--- config.mk ---
export PLATFORM = sky130hd
export DESIGN_NAME = eth_fifo_frame_reader_flat
export DESIGN_NICKNAME = d
export VERILOG_FILES = /design/src/rtl/eth_fifo_frame_reader_if.sv /design/src/rtl/eth_fifo_frame_reader.sv /design/src/flat_wrapper.sv
export SDC_FILE = /design/constraint.sdc
export NUM_CORES = 1
export LEC_CHECK = 0
export ABC_AREA = 1
export CORE_MARGIN = 2
export CORE_UTILIZATION = 27
export DETAILED_ROUTE_END_ITERATION = 8
export PLACE_DENSITY_LB_ADDON = 0.05
export SLEW_MARGIN = 10
export SYNTH_ARGS = -nofsm -noshare
export SYNTH_HDL_FRONTEND = slang
export SYNTH_SLANG_ARGS = --single-unit
--- constraint.sdc ---
create_clock -name clk -period 2.65 [get_ports clk]
set_input_delay 0.53 -clock clk [delete_from_list [all_inputs] [get_ports clk]]
set_output_delay 0.53 -clock clk [all_outputs]
set_load 0.05 [all_outputs]
--- src/rtl/eth_fifo_frame_reader_if.sv ---
// Bundle of the three handshakes around the frame reader: length commit,
// show-ahead payload FIFO read port and UDP TX byte port.
interface eth_fifo_frame_reader_if #(
   parameter int LEN_W = 11
);
   logic             len_wr;
   logic [LEN_W-1:0] len_data;
   logic             len_full;
   logic             fifo_rd_en;
   logic             fifo_rd_vld;
   logic [7:0]       fifo_rd_data;
   logic             tx_start_en;
   logic [LEN_W-1:0] tx_byte_num;
   logic             tx_req;
   logic [7:0]       tx_data;
   logic             tx_done;

   modport master (
      input  len_wr, len_data, fifo_rd_vld, fifo_rd_data, tx_req, tx_done,
      output len_full, fifo_rd_en, tx_start_en, tx_byte_num, tx_data
   );

   modport slave (
      output len_wr, len_data, fifo_rd_vld, fifo_rd_data, tx_req, tx_done,
      input  len_full, fifo_rd_en, tx_start_en, tx_byte_num, tx_data
   );
endinterface

--- src/rtl/eth_fifo_frame_reader.sv ---
// Drains committed payload frames from a show-ahead byte FIFO into the UDP TX byte port.
// Optional ETH_TX_PAD_EN: frames shorter than 18 bytes are zero-padded to 18 payload bytes.
module eth_fifo_frame_reader #(
   parameter int LEN_W      = 11,
   parameter int LQ_DEPTH_W = 2,
   parameter int IDLE_GAP   = 12
) (
   input  logic                    clk,
   input  logic                    rst_n,
   eth_fifo_frame_reader_if.master bus,
   output logic                    busy,
   output logic [1:0]              err
);
   localparam int LQ_DEPTH = 1 << LQ_DEPTH_W;
   localparam int GAP_W    = (IDLE_GAP > 1) ? $clog2(IDLE_GAP) : 1;
`ifdef ETH_TX_PAD_EN
   localparam logic [LEN_W-1:0] MIN_LEN = LEN_W'(18);
`endif

   typedef enum logic [2:0] {IDLE, START, SEND, WAIT_DONE, FLUSH, GAP} state_t;

   state_t                state_q, state_d;
   logic [LEN_W-1:0]      lq_mem_q [LQ_DEPTH];
   logic [LQ_DEPTH_W-1:0] lq_wr_q, lq_wr_d;
   logic [LQ_DEPTH_W-1:0] lq_rd_q, lq_rd_d;
   logic [LQ_DEPTH_W:0]   lq_cnt_q, lq_cnt_d;
   logic [LEN_W-1:0]      rem_q, rem_d;
   logic [LEN_W-1:0]      byte_num_q, byte_num_d;
   logic [7:0]            tx_data_q, tx_data_d;
   logic                  start_q, start_d;
   logic [1:0]            err_q, err_d;
   logic [GAP_W-1:0]      gap_q, gap_d;
`ifdef ETH_TX_PAD_EN
   logic [LEN_W-1:0]      pay_q, pay_d;
`endif

   logic                  lq_full, lq_empty, lq_push, lq_pop;
   logic [LEN_W-1:0]      lq_head;
   logic [LEN_W-1:0]      rem_dec;
   logic                  rd_en;
   logic                  owe_fifo;

   function automatic state_t after_done();
      if (IDLE_GAP == 0) return IDLE;
      return GAP;
   endfunction

   assign lq_full  = (lq_cnt_q == (LQ_DEPTH_W+1)'(LQ_DEPTH));
   assign lq_empty = (lq_cnt_q == '0);
   assign lq_head  = lq_mem_q[lq_rd_q];
   assign rem_dec  = (rem_q != '0) ? rem_q - LEN_W'(1) : '0;

   always_comb begin
      state_d    = state_q;
      rem_d      = rem_q;
      byte_num_d = byte_num_q;
      tx_data_d  = tx_data_q;
      start_d    = 1'b0;
      err_d      = err_q;
      gap_d      = gap_q;
      lq_pop     = 1'b0;
      rd_en      = 1'b0;
`ifdef ETH_TX_PAD_EN
      pay_d      = pay_q;
      owe_fifo   = (pay_q != '0);
`else
      owe_fifo   = 1'b1;
`endif

      case (state_q)
         IDLE: begin
            if (!lq_empty) begin
               lq_pop = 1'b1;
               if (lq_head != '0) begin
`ifdef ETH_TX_PAD_EN
                  byte_num_d = (lq_head < MIN_LEN) ? MIN_LEN : lq_head;
                  pay_d      = lq_head;
`else
                  byte_num_d = lq_head;
`endif
                  rem_d   = byte_num_d;
                  start_d = 1'b1;
                  state_d = START;
               end
            end
         end
         START: state_d = SEND;
         SEND: begin
            if (bus.tx_req && rem_q != '0) begin
               rem_d = rem_dec;
               if (!owe_fifo) begin
                  tx_data_d = 8'h00;
               end else begin
                  rd_en = bus.fifo_rd_vld;
`ifdef ETH_TX_PAD_EN
                  pay_d = pay_q - LEN_W'(1);
`endif
                  if (bus.fifo_rd_vld) begin
                     tx_data_d = bus.fifo_rd_data;
                  end else begin
                     tx_data_d = 8'h00;
                     err_d[0]  = 1'b1;
                  end
               end
            end
            // An abort leaves the unsent FIFO bytes of this frame to be flushed.
            if (bus.tx_done) begin
`ifdef ETH_TX_PAD_EN
               rem_d = pay_d;
`endif
               gap_d   = '0;
               state_d = (rem_d == '0) ? after_done() : FLUSH;
            end else if (rem_d == '0) begin
               state_d = WAIT_DONE;
            end
         end
         WAIT_DONE: begin
            if (bus.tx_done) begin
               gap_d   = '0;
               state_d = after_done();
            end
         end
         FLUSH: begin
            if (rem_q == '0) begin
               gap_d   = '0;
               state_d = after_done();
            end else if (bus.fifo_rd_vld) begin
               rd_en = 1'b1;
               rem_d = rem_dec;
               if (rem_dec == '0) begin
                  gap_d   = '0;
                  state_d = after_done();
               end
            end
         end
         GAP: begin
            if (gap_q == GAP_W'(IDLE_GAP - 1)) state_d = IDLE;
            else                               gap_d   = gap_q + GAP_W'(1);
         end
         default: state_d = IDLE;
      endcase

      // A push into a full queue is still accepted when IDLE pops the same cycle.
      lq_push = bus.len_wr && (!lq_full || lq_pop);
      if (bus.len_wr && !lq_push) err_d[1] = 1'b1;
      lq_wr_d  = lq_wr_q + LQ_DEPTH_W'(lq_push);
      lq_rd_d  = lq_rd_q + LQ_DEPTH_W'(lq_pop);
      lq_cnt_d = lq_cnt_q + (LQ_DEPTH_W+1)'(lq_push) - (LQ_DEPTH_W+1)'(lq_pop);
   end

   always_ff @(posedge clk) begin
      if (!rst_n) begin
         state_q    <= IDLE;
         lq_wr_q    <= '0;
         lq_rd_q    <= '0;
         lq_cnt_q   <= '0;
         rem_q      <= '0;
         byte_num_q <= '0;
         tx_data_q  <= 8'h00;
         start_q    <= 1'b0;
         err_q      <= '0;
         gap_q      <= '0;
`ifdef ETH_TX_PAD_EN
         pay_q      <= '0;
`endif
      end else begin
         state_q    <= state_d;
         lq_wr_q    <= lq_wr_d;
         lq_rd_q    <= lq_rd_d;
         lq_cnt_q   <= lq_cnt_d;
         rem_q      <= rem_d;
         byte_num_q <= byte_num_d;
         tx_data_q  <= tx_data_d;
         start_q    <= start_d;
         err_q      <= err_d;
         gap_q      <= gap_d;
`ifdef ETH_TX_PAD_EN
         pay_q      <= pay_d;
`endif
      end
   end

   always_ff @(posedge clk) begin
      if (rst_n && lq_push) lq_mem_q[lq_wr_q] <= bus.len_data;
   end

   assign bus.len_full    = lq_full;
   assign bus.fifo_rd_en  = rd_en;
   assign bus.tx_start_en = start_q;
   assign bus.tx_byte_num = byte_num_q;
   assign bus.tx_data     = tx_data_q;
   assign busy            = (state_q != IDLE);
   assign err             = err_q;
endmodule
--- src/flat_wrapper.sv ---
// flat-port wrapper written by rule: the top's interface ports become plain ports
module eth_fifo_frame_reader_flat 
#(
   parameter int LEN_W      = 11,
   parameter int LQ_DEPTH_W = 2,
   parameter int IDLE_GAP   = 12
)
  (clk, rst_n, busy, err, bus_len_wr, bus_len_data, bus_fifo_rd_vld, bus_fifo_rd_data, bus_tx_req, bus_tx_done, bus_len_full, bus_fifo_rd_en, bus_tx_start_en, bus_tx_byte_num, bus_tx_data);
  eth_fifo_frame_reader_if #(.LEN_W(LEN_W)) bus_i ();
  input  logic clk;
  input  logic rst_n;
  output logic busy;
  output logic [1:0] err;
  input wire logic [$bits(bus_i.len_wr)-1:0] bus_len_wr;
  input wire logic [$bits(bus_i.len_data)-1:0] bus_len_data;
  input wire logic [$bits(bus_i.fifo_rd_vld)-1:0] bus_fifo_rd_vld;
  input wire logic [$bits(bus_i.fifo_rd_data)-1:0] bus_fifo_rd_data;
  input wire logic [$bits(bus_i.tx_req)-1:0] bus_tx_req;
  input wire logic [$bits(bus_i.tx_done)-1:0] bus_tx_done;
  output wire logic [$bits(bus_i.len_full)-1:0] bus_len_full;
  output wire logic [$bits(bus_i.fifo_rd_en)-1:0] bus_fifo_rd_en;
  output wire logic [$bits(bus_i.tx_start_en)-1:0] bus_tx_start_en;
  output wire logic [$bits(bus_i.tx_byte_num)-1:0] bus_tx_byte_num;
  output wire logic [$bits(bus_i.tx_data)-1:0] bus_tx_data;
  assign bus_i.len_wr = bus_len_wr;
  assign bus_i.len_data = bus_len_data;
  assign bus_i.fifo_rd_vld = bus_fifo_rd_vld;
  assign bus_i.fifo_rd_data = bus_fifo_rd_data;
  assign bus_i.tx_req = bus_tx_req;
  assign bus_i.tx_done = bus_tx_done;
  assign bus_len_full = bus_i.len_full;
  assign bus_fifo_rd_en = bus_i.fifo_rd_en;
  assign bus_tx_start_en = bus_i.tx_start_en;
  assign bus_tx_byte_num = bus_i.tx_byte_num;
  assign bus_tx_data = bus_i.tx_data;
  eth_fifo_frame_reader #(.LEN_W(LEN_W), .LQ_DEPTH_W(LQ_DEPTH_W), .IDLE_GAP(IDLE_GAP)) u_core (.clk(clk), .rst_n(rst_n), .bus(bus_i), .busy(busy), .err(err));
endmodule
==> out/qor.yml <==
rrSetupSlack_ns: 0.27
worst_pin_slew_ns: 0.623
async_flop_share_pct: 0
netSwitchingPower_mw: 2.98
num-fill-cells: 1664
core_area_um2: 15800
min_to: "u_core.err[1]"
rr_endpoint: "u_core.lq_cnt_q[2]"
synth_cell_type_count: 42
status: "finished, final reports clean"
pwr-share-comb_pct: 50.5
cts_buffers: 9
hold_viol_final: 0
required_ns: 2.12
grtUsageMet1_pct: 18.9
synth_seq_cells: 91
die_w_um: 131
rsz0062_at_grt: "false"
cts.htree.levels: 3
seq_power_share_pct: 29.3
die_h_um: 131
maxCapViolCount: 0
slew_violations: 0
met3_usage_pct: 3.42
routed_wl_um: 12100
min_from: "u_core.err[1]"
ant_nets: 0
nets: 616
yosys-top-cells-area: "edfxtp_1 30%, dfxtp_1 22%, nand2_1 12%"
grt_busiest_layer: "met2"
syn_area_per_cell_um2: 8.31
setup_viol: 0
cp-start-kind: "flip-flop"
area_growth_pct: 25.8
design_power_total_mw: 6.54
io_buffers: 49
synth_top_area_share_pct: 30.3
finalClockSkew_ns: 0.00536
period_needed_ns: 2.53
fin_ws_ns: 0.122
cts_buffer_depth: 2
wl_per_cell_um: 15.0
synth_edf_count: 44
regToRegStartpoint: "u_core.state_q[0]"
worst_setup_path_end_kind: "primary output"
ioPinCount: 50
clk_latency_ns: 0.34
critPathMaxStageDelay_ns: 0.83
powerDensity_nw_per_um2: 1190
synthesis.area_um2: 4360
start_util_pct: 27.5
p_leak_nw: 2.16
yosys.area.top_type: "edfxtp_1"
slew_headroom_pct: 58.4
cts_tree: "built"
post-route-util_pct: 34.6
slowest_stage: "clkdlybuf4s50_1"
clockRootBuffer: "clkbuf_16"
rows: 46
ctsHoldBuffers: 0
remaining_drc_errors: 0
regArea_um2: 2260
yosys.cell_count.top_type: "nand2_1"
max-vdd-ir-drop_mv: 0.422
grt_pass1_wl_um: 19100
synthTopCellsByCount: "136 x nand2_1, 53 x nand3_1, 47 x dfxtp_1"
postSynthCellCount: 524
clkPwrFrac_pct: 20.2
grt_use_total_pct: 14.8
via_per_inst: 4.51
p_sw_share_pct: 45.5
cp_cell_sequence: "or2_2 > nor2_1 > clkdlybuf4s50_1"
fmax_mhz: 396
drt_first_pass_iters: 4
grt.overflow.total: 0
drive_gt1_share_pct: 10.2
path_max_fanout: 4
holdWs_ns: 0.460
ys_seq_area_share_pct: 51.9
period_share_pct: 95.4
dieArea_um2: 17200
gp_congestion: 0.829
place_ws_ns: 0.238
vias: 3630
clk_pin_slew_worst_paths_ns: 0.07
drtIter0Drc: 208
multi_input_area_um2: 1830
hold_path.class: "reg2reg"
synth.net_count: 556
gr-usage-met2_pct: 25.0
antenna_found_initial: 0
arrival_ns: 2.00
ys.flop_type: "dfxtp_1"
num_antenna_cells: 0
cts_setup_buffers: 0
cp-startpoint: "u_core.lq_cnt_q[1]"
grt_max_degree: 24
reg2reg_depth: 12
crit_type: "reg2out"
dp_hpwl_um: 8750
internal_power_mw: 3.57
numClockSinks: 91
yosys_warnings: 0
whs_path_depth: 2
grt_pass1_vias: 3505
## stage by stage
stage	instances	cell area [um2]	TNS, ns
after global placement	789	5160	0
after floorplan	524	4370	-0.842
after global routing	805	5480	0
after CTS	805	5470	0
after detailed placement	789	5160	0
final	805	5480	0
## registers in the layout (all words and copies together) (netlist names)
register / flops
u_core.state_q: 3
u_core.bus.tx_byte_num: 11
u_core.lq_mem_q: 44
u_core.bus.tx_data: 8
u_core.lq_cnt_q: 3
u_core.err: 2
u_core.bus.tx_start_en: 1
u_core.rem_q: 11
u_core.lq_rd_q: 2
u_core.gap_q: 4
u_core.lq_wr_q: 2
## placed cells by master (no fill, tap or decap), types with 2 or more instances in the layout
master / instances
nand2_1: 136
nand3_1: 53
clkdlybuf4s50_1: 47
dfxtp_1: 47
edfxtp_1: 44
nor2_1: 39
a21oi_1: 39
inv_1: 38
o21ai_0: 22
buf_4: 17
nor3_1: 13
clkbuf_16: 9
o22ai_1: 8
inv_2: 7
o21ai_1: 7
nor2_2: 6
ha_1: 5
o31ai_1: 4
nor2_4: 3
nand2_2: 3
clkinv_1: 3
xor2_1: 3
a21boi_0: 2
nand3b_1: 2
o211ai_1: 2
o221ai_1: 2
xnor2_1: 2
o21a_1: 2
inv_6: 2
## kinds of logic after synthesis
| logic type | share of synthesized area [%] |
|---|---|
| compound gates | 12.0 |
| fa+ha+maj | 2.18 |
| simple gates | 26.2 |
| xor+xnor | 1.01 |
| buf+inv | 6.66 |
| flops | 51.9 |
## worst max-delay path by stage
stage	end	cells after the start	slack, ns
2_1_floorplan	u_core.lq_mem_q[0][0]	7	-0.02
3_3_place_gp	u_core.lq_cnt_q[2]	7	0.20
3_5_place_dp	u_core.state_q[0]	11	0.24
4_1_cts	bus_fifo_rd_en	10	0.01
5_1_grt	bus_fifo_rd_en	10	0.006
6_report	bus_len_full	3	0.12
## repair_timing
item | 4_1_cts | 5_1_grt
setup endpoints to repair | 1 | 2
hold endpoints to repair | 0 | 0
resized for setup | 1 | 5
## power by group through the flow
stage | sequential [mW] | combinational [mW] | clock, mW
after floorplan | 2.16 | 2.18 | 0
after global placement | 1.95 | 3.32 | 0
after detailed placement | 1.95 | 3.33 | 0
after CTS | 1.92 | 3.34 | 1.37
after global routing | 1.95 | 3.70 | 1.43
final | 1.92 | 3.31 | 1.32
## cell type report
type                       count  area share (%)
inverter                      49            3.40
timing repair buffer          66            11.5
clock buffer                  11            4.43
multi-input combinational    367            33.4
tap                          216            4.93
sequential                    91            41.3
clock inverter                 5            1.10
## critical path, delay by kind of cell, from the launching register on
family	cells	cell delay, ns
buf+inv	1	0.83
flops	1	0.35
simple gates	2	0.48
## routing by layer
layer  wire, um  up-vias  part of all wire, %
met5          0        -                    0
met4        159        0                  1.3
met3        318       11                  2.6
met2       5930       46                   49
met1       5660     1685                   47
li1           -     1888                    -
Power figures use the tool's default switching activity.
==> RTL change 1 (same flow settings) <==
`LEN_W` is set to 11 in 3 places; all go to 22.
--- a/src/rtl/eth_fifo_frame_reader_if.sv
+++ b/src/rtl/eth_fifo_frame_reader_if.sv
@@ -1,7 +1,7 @@
 // Bundle of the three handshakes around the frame reader: length commit,
 // show-ahead payload FIFO read port and UDP TX byte port.
 interface eth_fifo_frame_reader_if #(
-   parameter int LEN_W = 11
+   parameter int LEN_W = 22
 );
    logic             len_wr;
    logic [LEN_W-1:0] len_data;
--- a/src/rtl/eth_fifo_frame_reader.sv
+++ b/src/rtl/eth_fifo_frame_reader.sv
@@ -1,7 +1,7 @@
 // Drains committed payload frames from a show-ahead byte FIFO into the UDP TX byte port.
 // Optional ETH_TX_PAD_EN: frames shorter than 18 bytes are zero-padded to 18 payload bytes.
 module eth_fifo_frame_reader #(
-   parameter int LEN_W      = 11,
+   parameter int LEN_W      = 22,
    parameter int LQ_DEPTH_W = 2,
    parameter int IDLE_GAP   = 12
 ) (
--- a/src/flat_wrapper.sv
+++ b/src/flat_wrapper.sv
@@ -1,7 +1,7 @@
 // flat-port wrapper written by rule: the top's interface ports become plain ports
 module eth_fifo_frame_reader_flat 
 #(
-   parameter int LEN_W      = 11,
+   parameter int LEN_W      = 22,
    parameter int LQ_DEPTH_W = 2,
    parameter int IDLE_GAP   = 12
 )
Interface: changed (resized bus_len_data and bus_tx_byte_num); port bits go from 50 to 72. The function was not compared with the original's and may differ.
==> RTL change 1 against the original RTL <==
  * Synthesized area grew 74%
  * Global-route usage rose by 2.4 points
  * Largest cell class unchanged
  * Design area is 82% higher
  * Worst hold slack worse by 0.0037 ns
  * Total power up 87%
  * Routed wire length increased by 100%
  * Sequential cell count rose by 66
  * Worst setup slack got worse by 0.020 ns
==> RTL change 1: results (changes against the original RTL) <==
{
  "via_to_cell_ratio": {"value": 4.64, "change": "was 4.51"},
  "fin_skew": {"value": 0.0170, "unit": "ns", "change": "was 0.00536 ns"},
  "stdcell_count": {"value": 1426, "change": "was 805"},
  "final.period_utilization": {"value": 0.962, "change": "was 0.954"},
  "crit_path_top_delay_cell": {"value": "dfxtp_2", "change": "was clkdlybuf4s50_1"},
  "outcome": {"value": "complete, no violations", "change": "unchanged"},
  "rr_worst_depth": {"value": 17, "change": "was 12"},
  "synth.yosys.seq_area_share": {"value": 0.532, "change": "was 0.519"},
  "largest_reg_flops": {"value": 88, "change": "was 44"},
  "detailed_place_hpwl": {"value": 17400, "unit": "microns", "change": "was 8750 microns"},
  "final_stage_net_count": {"value": 1078, "change": "was 616"},
  "slowest_delay": {"value": 0.32, "unit": "ns", "change": "was 0.83 ns"},
  "detailedPlace.worstSlack": {"value": 0.0312, "unit": "ns", "change": "was 0.238 ns"},
  "total_grt_usage": {"value": 0.172, "change": "was 0.148"},
  "worst_hold_slack": {"value": 0.456, "unit": "ns", "change": "was 0.460 ns"},
  "synth_ff_type": {"value": "edfxtp_1", "change": "was dfxtp_1"},
  "highest_fanout_seen_on_the_critical_path": {"value": 9, "change": "was 4"},
  "grt_max_degree": {"value": 43, "change": "was 24"},
  "globalplace.congestion": {"value": 0.790, "change": "was 0.829"},
  "critPathLaunch": {"value": "u_core.rem_q[1]", "change": "was u_core.lq_cnt_q[1]"},
  "portBuffers": {"value": 71, "change": "was 49"},
  "synth.top_cells.by_area": {"value": "edfxtp_1, dfxtp_1, nand2_1", "change": "unchanged"},
  "synth_top_cells_by_count": {"value": "nand2_1, edfxtp_1, nand3_1", "change": "was nand2_1, nand3_1, dfxtp_1"},
  "synth_edf_count": {"value": 88, "change": "was 44"},
  "wire_length_of_the_first_global_routing_pass": {"value": 38000, "unit": "microns", "change": "was 19100 microns"},
  "vias_in_the_first_global_route": {"value": 6425, "change": "was 3505"},
  "drt-initial-drc-count": {"value": 451, "change": "was 208"},
  "clock_latency": {"value": 0.43, "unit": "ns", "change": "was 0.34 ns"},
  "setup.worst_path.end": {"value": "bus_fifo_rd_en", "change": "was bus_len_full"}
}
==> RTL change 1: stage by stage <==
stage                     setup TNS [ns]  utilization
final                                  0        0.361
after global routing                   0        0.361
after CTS                              0        0.356
after detailed placement               0        0.331
after global placement                 0        0.331
after floorplan                   -11.56            -
==> RTL change 1: layout make-up <==
type | count | area [sq um]
Clock buffer | 18 | 429
Clock inverter | 14 | 158
Fill cell | 2846 | 17700
Inverter | 69 | 265
Multi-Input combinational cell | 646 | 3260
Sequential cell | 157 | 4030
Tap cell | 378 | 473
Timing Repair Buffer | 144 | 1400
==> RTL change 1: power by group <==
| group | internal (mW) | switching (mW) | total (mW) |
|---|---|---|---|
| Combinational | 2.25 | 4.15 | 6.40 |
| Clock | 1.27 | 1.19 | 2.46 |
| Sequential | 3.01 | 0.349 | 3.36 |
==> RTL change 1: how the worst min path moves through the flow <==
stage                      start           endpoint  cells after the start
2_1_floorplan  u_core.state_q[1]  u_core.state_q[1]                      2
3_3_place_gp       u_core.err[1]      u_core.err[1]                      2
3_5_place_dp       u_core.err[1]      u_core.err[1]                      2
4_1_cts            u_core.err[1]      u_core.err[1]                      2
5_1_grt            u_core.err[1]      u_core.err[1]                      2
6_report           u_core.err[1]      u_core.err[1]                      2
==> RTL change 1: logic make-up after synthesis <==
| logic type | Yosys count | synth area share |
|---|---|---|
| xor+xnor | 6 | 0.00695 |
| simple gates | 473 | 0.267 |
| buf+inv | 109 | 0.0604 |
| fa+ha+maj | 7 | 0.0126 |
| flops | 157 | 0.532 |
| compound gates | 159 | 0.121 |
==> RTL change 1: timing repair <==
item,4_1_cts,5_1_grt
setup endpoints to repair,2,45
gates resized for setup,10,24
gates cloned,2,0
setup buffers,4,7
pin swaps,3,4
==> RTL change 1: metal layers <==
metal	wire length [microns]	global-route usage	up-vias
met4	381	0.0479	0
met1	11700	0.233	3099
met3	886	0.0295	21
li1	-	-	3369
met2	11500	0.282	131
met5	0	0	-
==> RTL change 1: worst max-delay path, delay by kind of cell, from the launching register on <==
| kind | cells | cell delay (ns) |
|---|---|---|
| AOI/OAI and AO/OA | 1 | 0.06 |
| DFF | 1 | 0.32 |
| buffers and inverters | 4 | 0.61 |
| and+or+nand+nor | 4 | 0.39 |
| adders and majority gates | 1 | 0.18 |
==> RTL change 2 (same flow settings) <==
Made on the original files. `byte_num_q` and `tx_data_q` no longer have a reset.
--- a/src/rtl/eth_fifo_frame_reader.sv
+++ b/src/rtl/eth_fifo_frame_reader.sv
@@ -155,8 +155,6 @@
          lq_rd_q    <= '0;
          lq_cnt_q   <= '0;
          rem_q      <= '0;
-         byte_num_q <= '0;
-         tx_data_q  <= 8'h00;
          start_q    <= 1'b0;
          err_q      <= '0;
          gap_q      <= '0;
@@ -169,8 +167,6 @@
          lq_rd_q    <= lq_rd_d;
          lq_cnt_q   <= lq_cnt_d;
          rem_q      <= rem_d;
-         byte_num_q <= byte_num_d;
-         tx_data_q  <= tx_data_d;
          start_q    <= start_d;
          err_q      <= err_d;
          gap_q      <= gap_d;
@@ -178,6 +174,11 @@
          pay_q      <= pay_d;
 `endif
       end
+   end
+
+   always_ff @(posedge clk) begin
+      byte_num_q <= byte_num_d;
+      tx_data_q  <= tx_data_d;
    end
 
    always_ff @(posedge clk) begin
Formal check against the unedited RTL: differs if rst_n is asserted again (counterexample within 4 cycles, from zero or initial values and one cycle with rst_n low); with rst_n held inactive, the same outputs for 4 cycles.
==> RTL change 2 against the original RTL <==
  * Routed wire length down 5.1%
  * Synthesized area is 3.0% higher
  * Maximum frequency grew 0.55%
  * Sequential cell count did not move
  * Register-to-register slack better by 0.09 ns
  * Design area grew 2.2%
  * Total power up 5.5%
  * Synthesized cell count down 4.4%
  * Worst setup slack improved by 0.014 ns
  * Die area is 2.9% higher
  * Largest power group unchanged
  * Sequential share of layout area increased by 2.5 points
  * Via count shrank 3.3%
==> RTL change 2: results (changes against the original RTL) <==
{
  "drt_wl_total": {"value": 11500, "unit": "microns", "change": "was 12100 microns"},
  "wire_length_of_the_first_global_routing_pass": {"value": 18300, "unit": "microns", "change": "was 19100 microns"},
  "crit_arrival": {"value": 1.98, "unit": "ns", "change": "was 2.00 ns"},
  "vias_in_the_first_global_route": {"value": 3309, "change": "was 3505"},
  "synth_edf_count": {"value": 63, "change": "was 44"},
  "outcome": {"value": "complete, no violations", "change": "unchanged"},
  "met3_wirelength": {"value": 416, "unit": "microns", "change": "was 318 microns"},
  "synth.yosys.seq_area_share": {"value": 0.546, "change": "was 0.519"},
  "synth_ff_type": {"value": "edfxtp_1", "change": "was dfxtp_1"},
  "fillers": {"value": 1687, "change": "was 1664"},
  "synth.top_cells.by_area": {"value": "edfxtp_1, dfxtp_1, nand2_1", "change": "unchanged"},
  "postSynthNetCount": {"value": 533, "change": "was 556"},
  "met2_length": {"value": 5670, "unit": "microns", "change": "was 5930 microns"},
  "placement.cell_area": {"value": 5280, "unit": "sq um", "change": "was 5160 sq um"},
  "globalplace.congestion": {"value": 0.788, "change": "was 0.829"},
  "final_stage_net_count": {"value": 598, "change": "was 616"},
  "total_grt_usage": {"value": 0.136, "change": "was 0.148"},
  "share_of_layout_cells_above_drive_strength_1": {"value": 0.128, "change": "was 0.102"},
  "drt-initial-drc-count": {"value": 248, "change": "was 208"},
  "timing_worst_slew_pin_value": {"value": 0.551, "unit": "ns", "change": "was 0.623 ns"},
  "detailed_place_hpwl": {"value": 8170, "unit": "microns", "change": "was 8750 microns"},
  "total_leakage_power": {"value": 2.33, "unit": "nW", "change": "was 2.16 nW"},
  "vdd_ir_drop_max": {"value": 0.404, "unit": "mV", "change": "was 0.422 mV"},
  "highest_fanout_seen_on_the_critical_path": {"value": 6, "change": "was 4"},
  "fin_skew": {"value": 0.00503, "unit": "ns", "change": "was 0.00536 ns"}
}
## RTL change 2: layer usage
layer,vias to the layer above,track usage
met5,-,0
met4,0,0.0603
met3,13,0.0249
met2,64,0.223
met1,1644,0.176
li1,1790,-
## RTL change 2: cell type report
cell class,instances,area (sq um),area share
clock inverters,6,65.1,0.0116
repair buffers,68,646,0.115
flip-flops and latches,91,2450,0.438
inverters,69,263,0.0469
multi-input cells,327,1670,0.299
well taps,220,275,0.0492
clock buffers,9,225,0.0402
## RTL change 2: report_power, final
| part | total (mW) | internal (mW) | switching, mW |
|---|---|---|---|
| sequential | 2.06 | 1.88 | 0.177 |
| combinational | 3.55 | 1.15 | 2.39 |
| clock | 1.29 | 0.728 | 0.566 |
| total | 6.90 | 3.76 | 3.14 |
## RTL change 2: cells by family (layout without fill, tap and decap cells)
group	after synthesis	in the layout	share of synthesized area
simple gates	252	252	0.253
flops	91	91	0.546
buf+inv	83	152	0.0825
compound gates	63	63	0.0850
fa+ha+maj	7	7	0.0212
xor+xnor	5	5	0.0114
## RTL change 2: repair_timing
| action | 4_1_cts | 5_1_grt |
|---|---|---|
| pin swaps | 1 | 0 |
| endpoints found under the hold margin | 0 | 0 |
| buffers inserted | 2 | 0 |
| endpoints found under the setup margin | 1 | 1 |
| resized for setup | 1 | 1 |
## RTL change 2: final timing paths
check             depth (start not counted)  slack, ns            endpoint
hold reg to reg                           2       0.45       u_core.err[1]
hold / removal                            2       0.45       u_core.err[1]
setup reg to reg                         12       0.36  u_core.lq_cnt_q[2]
setup / recovery                          5       0.14                busy
## RTL change 2: stage by stage
step	std cells	setup WS, ns
floorplan	501	0.0158
detailed placement	773	0.244
CTS	790	0.0646
finish	790	0.135
global placement	773	0.298
global route	790	0.0355
## RTL change 2: worst max-delay path, delay by kind of cell, from the launching register on
| kind | cells | cell delay (ns) |
|---|---|---|
| AND/OR/NAND/NOR | 2 | 0.15 |
| flip-flops | 1 | 0.41 |
| buffers and inverters | 3 | 1.07 |
